### config.mk
export PLATFORM = sky130hd
export DESIGN_NAME = serial_full_adder_mux
export DESIGN_NICKNAME = d
export VERILOG_FILES = /design/src/rtl/serial_full_adder_mux.sv
export SDC_FILE = /design/constraint.sdc
export NUM_CORES = 1
export LEC_CHECK = 0
export ABC_AREA = 1
export BUFFER_PORTS_ARGS = -buffer_cell sky130_fd_sc_hd__buf_2
export CORE_UTILIZATION = 58
export DETAILED_ROUTE_END_ITERATION = 12
export GPL_TIMING_DRIVEN = 0
export HOLD_SLACK_MARGIN = 0.08
export PLACE_DENSITY = 0.82
export SETUP_SLACK_MARGIN = 0.3
export SYNTH_ARGS = -nofsm -noshare
export SYNTH_HDL_FRONTEND = slang
export SYNTH_SLANG_ARGS = --single-unit
export TNS_END_PERCENT = 20
### constraint.sdc
create_clock -name clk -period 3.1 [get_ports clk]
set_input_delay 0.155 -clock clk [delete_from_list [all_inputs] [get_ports clk]]
set_output_delay 0.155 -clock clk [all_outputs]
set_load 0.02 [all_outputs]
### src/rtl/serial_full_adder_mux.sv
`default_nettype none
// +----------------------------------------------------------------------------+
// | Module   : serial_full_adder_mux                                           |
// | Brief    : Bit-serial WIDTH-bit adder, one bit per clock through a         |
// |            mux-built full-adder cell with a registered carry.              |
// | Revision : 1.0                                                             |
// +----------------------------------------------------------------------------+
module serial_full_adder_mux #(
    parameter int WIDTH = 8
) (
    input  logic             clk,
    input  logic             rst,
    input  logic             start,
    input  logic [WIDTH-1:0] a,
    input  logic [WIDTH-1:0] b,
    input  logic             cin,
    output logic [WIDTH-1:0] sum,
    output logic             cout,
    output logic             busy,
    output logic             done
);

    localparam int              c_CW   = (WIDTH > 1) ? $clog2(WIDTH) : 1;
    localparam logic [c_CW-1:0] c_LAST = c_CW'(WIDTH - 1);

    typedef enum logic [0:0] {
        ST_IDLE  = 1'b0,
        ST_SHIFT = 1'b1
    } state_t;

    state_t           r_state;
    logic [WIDTH-1:0] r_a_sr;
    logic [WIDTH-1:0] r_b_sr;
    // Holds the first WIDTH-1 result bits; the final bit goes straight to sum.
    logic [WIDTH-2:0] r_res;
    logic             r_carry;
    logic [c_CW-1:0]  r_cnt;

    logic             w_x;
    logic             w_y;
    logic             w_yc;
    logic             w_s;
    logic             w_co;
    logic [WIDTH-2:0] w_res_shift;

    // Full-adder cell as two 2:1 muxes selected by the a bit.
    assign w_x  = r_a_sr[0];
    assign w_y  = r_b_sr[0];
    assign w_yc = w_y ^ r_carry;
    assign w_s  = w_x ? ~w_yc : w_yc;
    assign w_co = w_x ? (w_y | r_carry) : (w_y & r_carry);

    generate
        if (WIDTH > 2) begin : g_res_wide
            assign w_res_shift = {w_s, r_res[WIDTH-2:1]};
        end else begin : g_res_narrow
            assign w_res_shift = w_s;
        end
    endgenerate

    always_ff @(posedge clk or posedge rst) begin
        if (rst) begin
            r_state <= ST_IDLE;
            r_a_sr  <= '0;
            r_b_sr  <= '0;
            r_res   <= '0;
            r_carry <= 1'b0;
            r_cnt   <= '0;
            sum     <= '0;
            cout    <= 1'b0;
            busy    <= 1'b0;
            done    <= 1'b0;
        end else begin
            done <= 1'b0;
            case (r_state)
                ST_IDLE: begin
                    if (start) begin
                        r_a_sr  <= a;
                        r_b_sr  <= b;
                        r_res   <= '0;
                        r_carry <= cin;
                        r_cnt   <= '0;
                        busy    <= 1'b1;
                        r_state <= ST_SHIFT;
                    end
                end
                ST_SHIFT: begin
                    r_a_sr  <= {1'b0, r_a_sr[WIDTH-1:1]};
                    r_b_sr  <= {1'b0, r_b_sr[WIDTH-1:1]};
                    r_res   <= w_res_shift;
                    r_carry <= w_co;
                    r_cnt   <= r_cnt + c_CW'(1);
                    if (r_cnt == c_LAST) begin
                        sum     <= {w_s, r_res};
                        cout    <= w_co;
                        done    <= 1'b1;
                        busy    <= 1'b0;
                        r_state <= ST_IDLE;
                    end
                end
                default: r_state <= ST_IDLE;
            endcase
        end
    end

endmodule
`default_nettype wire

==> impl_metrics.toml, run 1 <==
[die]
die_area_sq_um = 3074
row_count = 19
die_y_microns = 55.45
core_sq_um = 2734
start_util_pct = 60.59
die_x_microns = 55.45
io-pin-count = 31

[yosys]
synth.distinct_cells = 17
synth_flop_cell = "dfrtp_1"
ys_async_sr_fraction_pct = 100.0
yosysSeqAreaShare_pct = 58.91
syn_nets = 204
synth_top_cell_by_area = "dfrtp_1"
avgSynthCellArea_sq_um = 9.255
synth_top_area_share_pct = 58.91
yosysWarnings = 0
yosysMostFrequentCell = "nand2_1"
synthTopCellsByCount = "73 x nand2_1, 39 x dfrtp_1, 19 x nand3_1"
mappedNetlistArea_sq_um = 1657
synth_edf_count = 0
synthCells = 179
synth.area.top_cells = "dfrtp_1 59%, nand2_1 17%, nand3_1 5.7%"
synth_seq_cells = 39

[power]
ir_worst_vdd_mv = 0.6982
p_per_area_nw_per_um2 = 879.5
p_leak_uw = 0.001139

[finish]
final_nets = 261
stdcell_count = 268
area_growth_pct = 29.76
drive_above_1_share_pct = 24.47
n_antenna_cell = 0
num-fill-cells = 178
final_cell_area_sq_um = 2150

[route]
dr.pass1.iters = 4
drtAntennaViolNets = 0
vias = 1398
routed_wl_microns = 3361
wl_per_cell_microns = 12.54
via_per_inst = 5.216
drc = 0
drt_iter0_drc = 39

[clock_tree]
cts_buffers = 5
clock_tree.root_cell = "clkbuf_4"
cts_buffer_depth = 2
clock_sinks = 39
clk_pin_slew_ns = 0.12
cts_tree = "yes"
h-tree-depth = 2
post_cts_buffers = 0
clkLatencyLatePin_ns = 0.35

[critical_path]
worstSetupPathType = "flip-flop to flip-flop"
cp_max_fo = 10
cp_num_buf_inv = 1
critPathLaunchType = "flip-flop"
worstPathRequired_ns = 3.40
cp_common_cell = "ha_1"
worst_ep_arrival_time_ns = 1.65
crit_path_top_delay_cell = "dfrtp_1"
path_cells = "ha_1 -> ha_1 -> nand2_2 -> buf_6 -> nand2_1 -> o21ai_2"
slowest_delay_ns = 0.41
worst_setup_path_end_kind = "flip-flop"
path_delay_family = "adder cells"

[sta]
min_period_ns = 1.352
final-setup-viol-count = 0
fmax_mhz = 739.4
slew_viol_final = 0
rsz0062_at_grt = "no"
worstMarginPinSlew_ns = 0.7854
setup_tns_ns = 0
fin_skew_ns = 0.007576
hold_viol = 0
fin_crit_sh_pct = 43.63
relSlewSlack_pct = 47.58

[placed_design]
dp_hpwl_microns = 2174
portBuffers = 30
dpl_cell_area_sq_um = 1873
place_inst = 241
gp_congestion = 0.8084

[outcome]
status = "finished, final reports clean"

[grt]
antenna_found_initial = 0
grt_pass1_vias = 1438
grt_usage_pct = 24.80
gr-total-overflow = 0
grt_max_degree = 22
grt_pass1_wl_microns = 5802

[job]
maxCapViolations = 0

[worst_hold_path]
min_path_type = "input pin to asynchronous set/reset pin"
## final timing paths
kind	start	to	slack (ns)	cells after the start
setup / recovery	r_cnt[0]	sum[5]	1.75	6
hold / removal	rst	sum[5]	0.48	3
setup reg to reg	r_cnt[0]	sum[5]	1.75	6
hold reg to reg	sum[4]	sum[4]	0.49	2
max in group asynchronous	rst	r_a_sr[6]	2.06	4
min in group clk	sum[4]	sum[4]	0.49	2
## cell usage in the layout, fill, tap and decap left out
cell type,instances
nand2_1,73
dfrtp_1,39
buf_2,33
nand3_1,19
dlygate4sd3_1,19
inv_1,14
o21ai_2,7
o22ai_1,6
ha_1,5
clkbuf_4,5
inv_2,3
buf_4,2
o21ai_1,2
nor2_4,1
nor2_2,1
o21a_1,1
nand2_2,1
buf_6,1
nor2_1,1
clkbuf_8,1
bufinv_16,1
clkinv_2,1
buf_16,1
## per-layer routing
layer	vias to the layer above	global-route usage [%]	wire, microns
met2	50	44.06	1801
met5	-	0	0
met3	8	8.197	182
met1	664	26.60	1311
met4	0	11.07	66
li1	676	-	-
## logic make-up after synthesis
| group | synth area share, % |
|---|---|
| buf+inv | 6.344 |
| fa+ha+maj | 3.776 |
| compound gates | 7.025 |
| flops | 58.91 |
| simple gates | 23.94 |
## worst reg2reg max path, delay by kind of cell (launching register included)
kind / cells / cell delay [ns]
AO/OA/AOI/OAI: 1 / 0.05
AND/OR/NAND/NOR: 2 / 0.23
flip-flops: 1 / 0.41
buffers and inverters: 1 / 0.19
adder cells (fa/ha/maj): 2 / 0.41
## through the flow
stage	util, %	total power [uW]	setup WS [ns]	hold WS, ns
detailed placement	68.51	1523	1.751	0.3363
finish	78.63	1891	1.748	0.4754
CTS	78.63	1900	1.725	0.4891
global route	78.63	2032	1.625	0.5100
global placement	67.51	1480	1.622	0.3493
floorplan	-	1329	1.854	0.2646
## area by class of cell
type	instances	area [sq um]	share of cell area [%]
Clock buffer	6	51.30	2.386
Sequential cell	39	975.9	45.40
Tap cell	31	38.79	1.804
Buffer	6	41.29	1.921
Clock inverter	2	35.03	1.630
Multi-Input combinational cell	117	575.6	26.78
Inverter	17	63.81	2.969
Timing Repair Buffer	50	367.9	17.11
## power breakdown
part           total, uW  internal [uW]  switching, uW
Clock                359            190            169
Combinational        708            276            433
Sequential           823            712            111
Total               1890           1180            712
## registers in the layout, indices dropped and copies added (netlist names)
signal / flops
r_cnt: 3
r_state: 1
r_carry: 1
busy: 1
r_res: 7
cout: 1
done: 1
r_a_sr: 8
r_b_sr: 8
sum: 8
## timing repair
action / 4_1_cts / 5_1_grt
hold buffers: 19 / 0
gates resized for setup: 0 / 0
hold endpoints to repair: 36 / 0
Power figures use the tool's default switching activity.
==> inputs of run 2 (changes only) <==
--- a/config.mk
+++ b/config.mk
@@ -7,11 +7,11 @@
 export LEC_CHECK = 0
 export ABC_AREA = 1
 export BUFFER_PORTS_ARGS = -buffer_cell sky130_fd_sc_hd__buf_2
-export CORE_UTILIZATION = 58
+export CORE_UTILIZATION = 54
 export DETAILED_ROUTE_END_ITERATION = 12
 export GPL_TIMING_DRIVEN = 0
 export HOLD_SLACK_MARGIN = 0.08
-export PLACE_DENSITY = 0.82
+export PLACE_DENSITY = 0.77
 export SETUP_SLACK_MARGIN = 0.3
 export SYNTH_ARGS = -nofsm -noshare
 export SYNTH_HDL_FRONTEND = slang
==> constraint.sdc (replaced) <==
create_clock -name clk -period 1.3 [get_ports clk]
set_input_delay 0.065 -clock clk [delete_from_list [all_inputs] [get_ports clk]]
set_output_delay 0.065 -clock clk [all_outputs]
set_load 0.02 [all_outputs]
==> impl_metrics.toml, run 2 (same netlist as run 1, synthesis figures left out) <==
[grt]
grt_pass1_wl_microns = 5871
grt_pass1_vias = 1380
grt_usage_pct = 24.31
antenna_found_initial = 0
grt_max_degree = 26
gr-total-overflow = 0

[finish]
n_antenna_cell = 0
area_growth_pct = 41.01
num-fill-cells = 161
final_cell_mix = "65 x nand2_1, 38 x dfrtp_1, 34 x buf_2"
top_regs = "r_a_sr: 8 flops, r_b_sr: 8 flops, sum: 8 flops"
final_nets = 273
final_common_cell = "nand2_1"
drive_above_1_share_pct = 33.06
final_cell_area_sq_um = 2336

[sta]
hold_viol = 0
fin_crit_sh_pct = 89.44
fmax_mhz = 860.1
rsz0062_at_grt = "yes"
whs_ns = 0.3340
final-setup-viol-count = 0
slew_viol_final = 0
fin_skew_ns = 0.006243
min_period_ns = 1.163
relSlewSlack_pct = 57.45
worstMarginPinSlew_ns = 0.6375

[power]
p_leak_uw = 0.001225
ir_worst_vdd_mv = 1.311
finalPower_uw = 4771
p_per_area_nw_per_um2 = 2043

[route]
wl_per_cell_microns = 13.37
via_per_inst = 5.036
drt_iter0_drc = 28
drc = 2
drtAntennaViolNets = 0
routed_wl_microns = 3729
vias = 1405
dr.pass1.iters = 9

[critical_path]
ff2ff_path_depth = 6
crit_path_top_delay_cell = "dfrtp_1"
worstSetupPathType = "flip-flop to flip-flop"
slowest_delay_ns = 0.43
worst_ep_arrival_time_ns = 1.45
path_cells = "ha_4 -> ha_4 -> nand2_8 -> buf_8 -> nand2_2 -> o21ai_2"
worstPathRequired_ns = 1.58
cp_common_cell = "ha_4"
cp_max_fo = 5
critPathLaunchType = "flip-flop"
worst_setup_path_end_kind = "flip-flop"

[outcome]
status = "finished with violations"
violations = "DRC"

[clock_tree]
clock_sinks = 39
clk_pin_slew_ns = 0.11
h-tree-depth = 2
clkLatencyLatePin_ns = 0.35
cts_buffers = 5
cts_buffer_depth = 2
clock_tree.root_cell = "clkbuf_4"
cts_tree = "yes"

[placed_design]
gp_congestion = 0.7539
portBuffers = 30
dp_hpwl_microns = 2165
dpl_cell_area_sq_um = 1899

[die]
row_count = 19
die_y_microns = 57.39
io-pin-count = 31
die_x_microns = 57.39
die_area_sq_um = 3293
core_sq_um = 2829
start_util_pct = 58.56

[worst_hold_path]
min_path_type = "input pin to asynchronous set/reset pin"

[job]
maxCapViolations = 0
## run 2: cell types whose count changed in the layout (fill, tap and decap cells not counted), moves of 2 or more
| cell | before | now |
|---|---|---|
| nand2_1 | 73 | 65 |
| nand2_2 | 1 | 7 |
| buf_4 | 2 | 6 |
| buf_6 | 1 | 5 |
| ha_1 | 5 | 3 |
| ha_4 | 0 | 2 |
| nand2_4 | 0 | 2 |
| nand3_1 | 19 | 17 |
| nand3_2 | 0 | 2 |
## run 2: worst paths after layout
path	start	endpoint	slack (ns)
max	r_cnt[1]	sum[5]	0.14
max reg2reg	r_cnt[1]	sum[5]	0.14
min in group clk	b[7]	r_b_sr[7]	0.45
min	rst	r_b_sr[0]	0.33
max in group asynchronous	rst	r_state	0.41
min reg2reg	sum[6]	sum[6]	0.49
## run 2: through the flow
stage | setup TNS, ns | worst slack [ns] | util [%] | cells
detailed placement | 0 | 0.09345 | 67.14 | 241
global placement | -3.737 | -0.09750 | 66.17 | 240
floorplan | 0 | 0.1710 | - | 179
CTS | 0 | 0.1193 | 79.17 | 273
global route | 0 | 0.08769 | 82.57 | 279
finish | 0 | 0.1373 | 82.57 | 279
## run 2: worst max-delay path, delay by kind of cell, from the launching register on
family	cells	cell delay, ns
AOI/OAI and AO/OA	1	0.04
buffers and inverters	1	0.13
and+or+nand+nor	2	0.15
adders and majority gates	2	0.36
DFF	1	0.43
## run 2: report_power, final
part | switching (uW) | total, uW | internal, uW
Sequential | 308 | 2010 | 1700
Combinational | 1190 | 2140 | 945
Clock | 371 | 622 | 250
## run 2: area by class of cell
class	count	area (sq um)	area share (%)
buffer	6	61.31	2.625
multi-input combinational	118	665.6	28.49
inverter	17	66.31	2.839
clock buffer	6	51.30	2.196
timing repair buffer	61	470.5	20.14
tap	31	38.79	1.660
clock inverter	1	5.005	0.2142
sequential	39	977.2	41.83
## run 2: layer usage
layer	track usage (%)	vias up	routed length [microns]
met5	0	-	0
met4	7.666	0	51
met3	7.937	8	189
met2	43.36	34	1996
met1	27.42	657	1493
li1	-	706	-
## run 2: timing repair
| item | 4_1_cts | 5_1_grt |
|---|---|---|
| cloned | 2 | 3 |
| endpoints found under the hold margin | 33 | 0 |
| setup endpoints to repair | 39 | 43 |
| resized for setup | 6 | 17 |
| pin swaps | 2 | 7 |
| setup buffers | 4 | 3 |
| hold buffers | 19 | 0 |
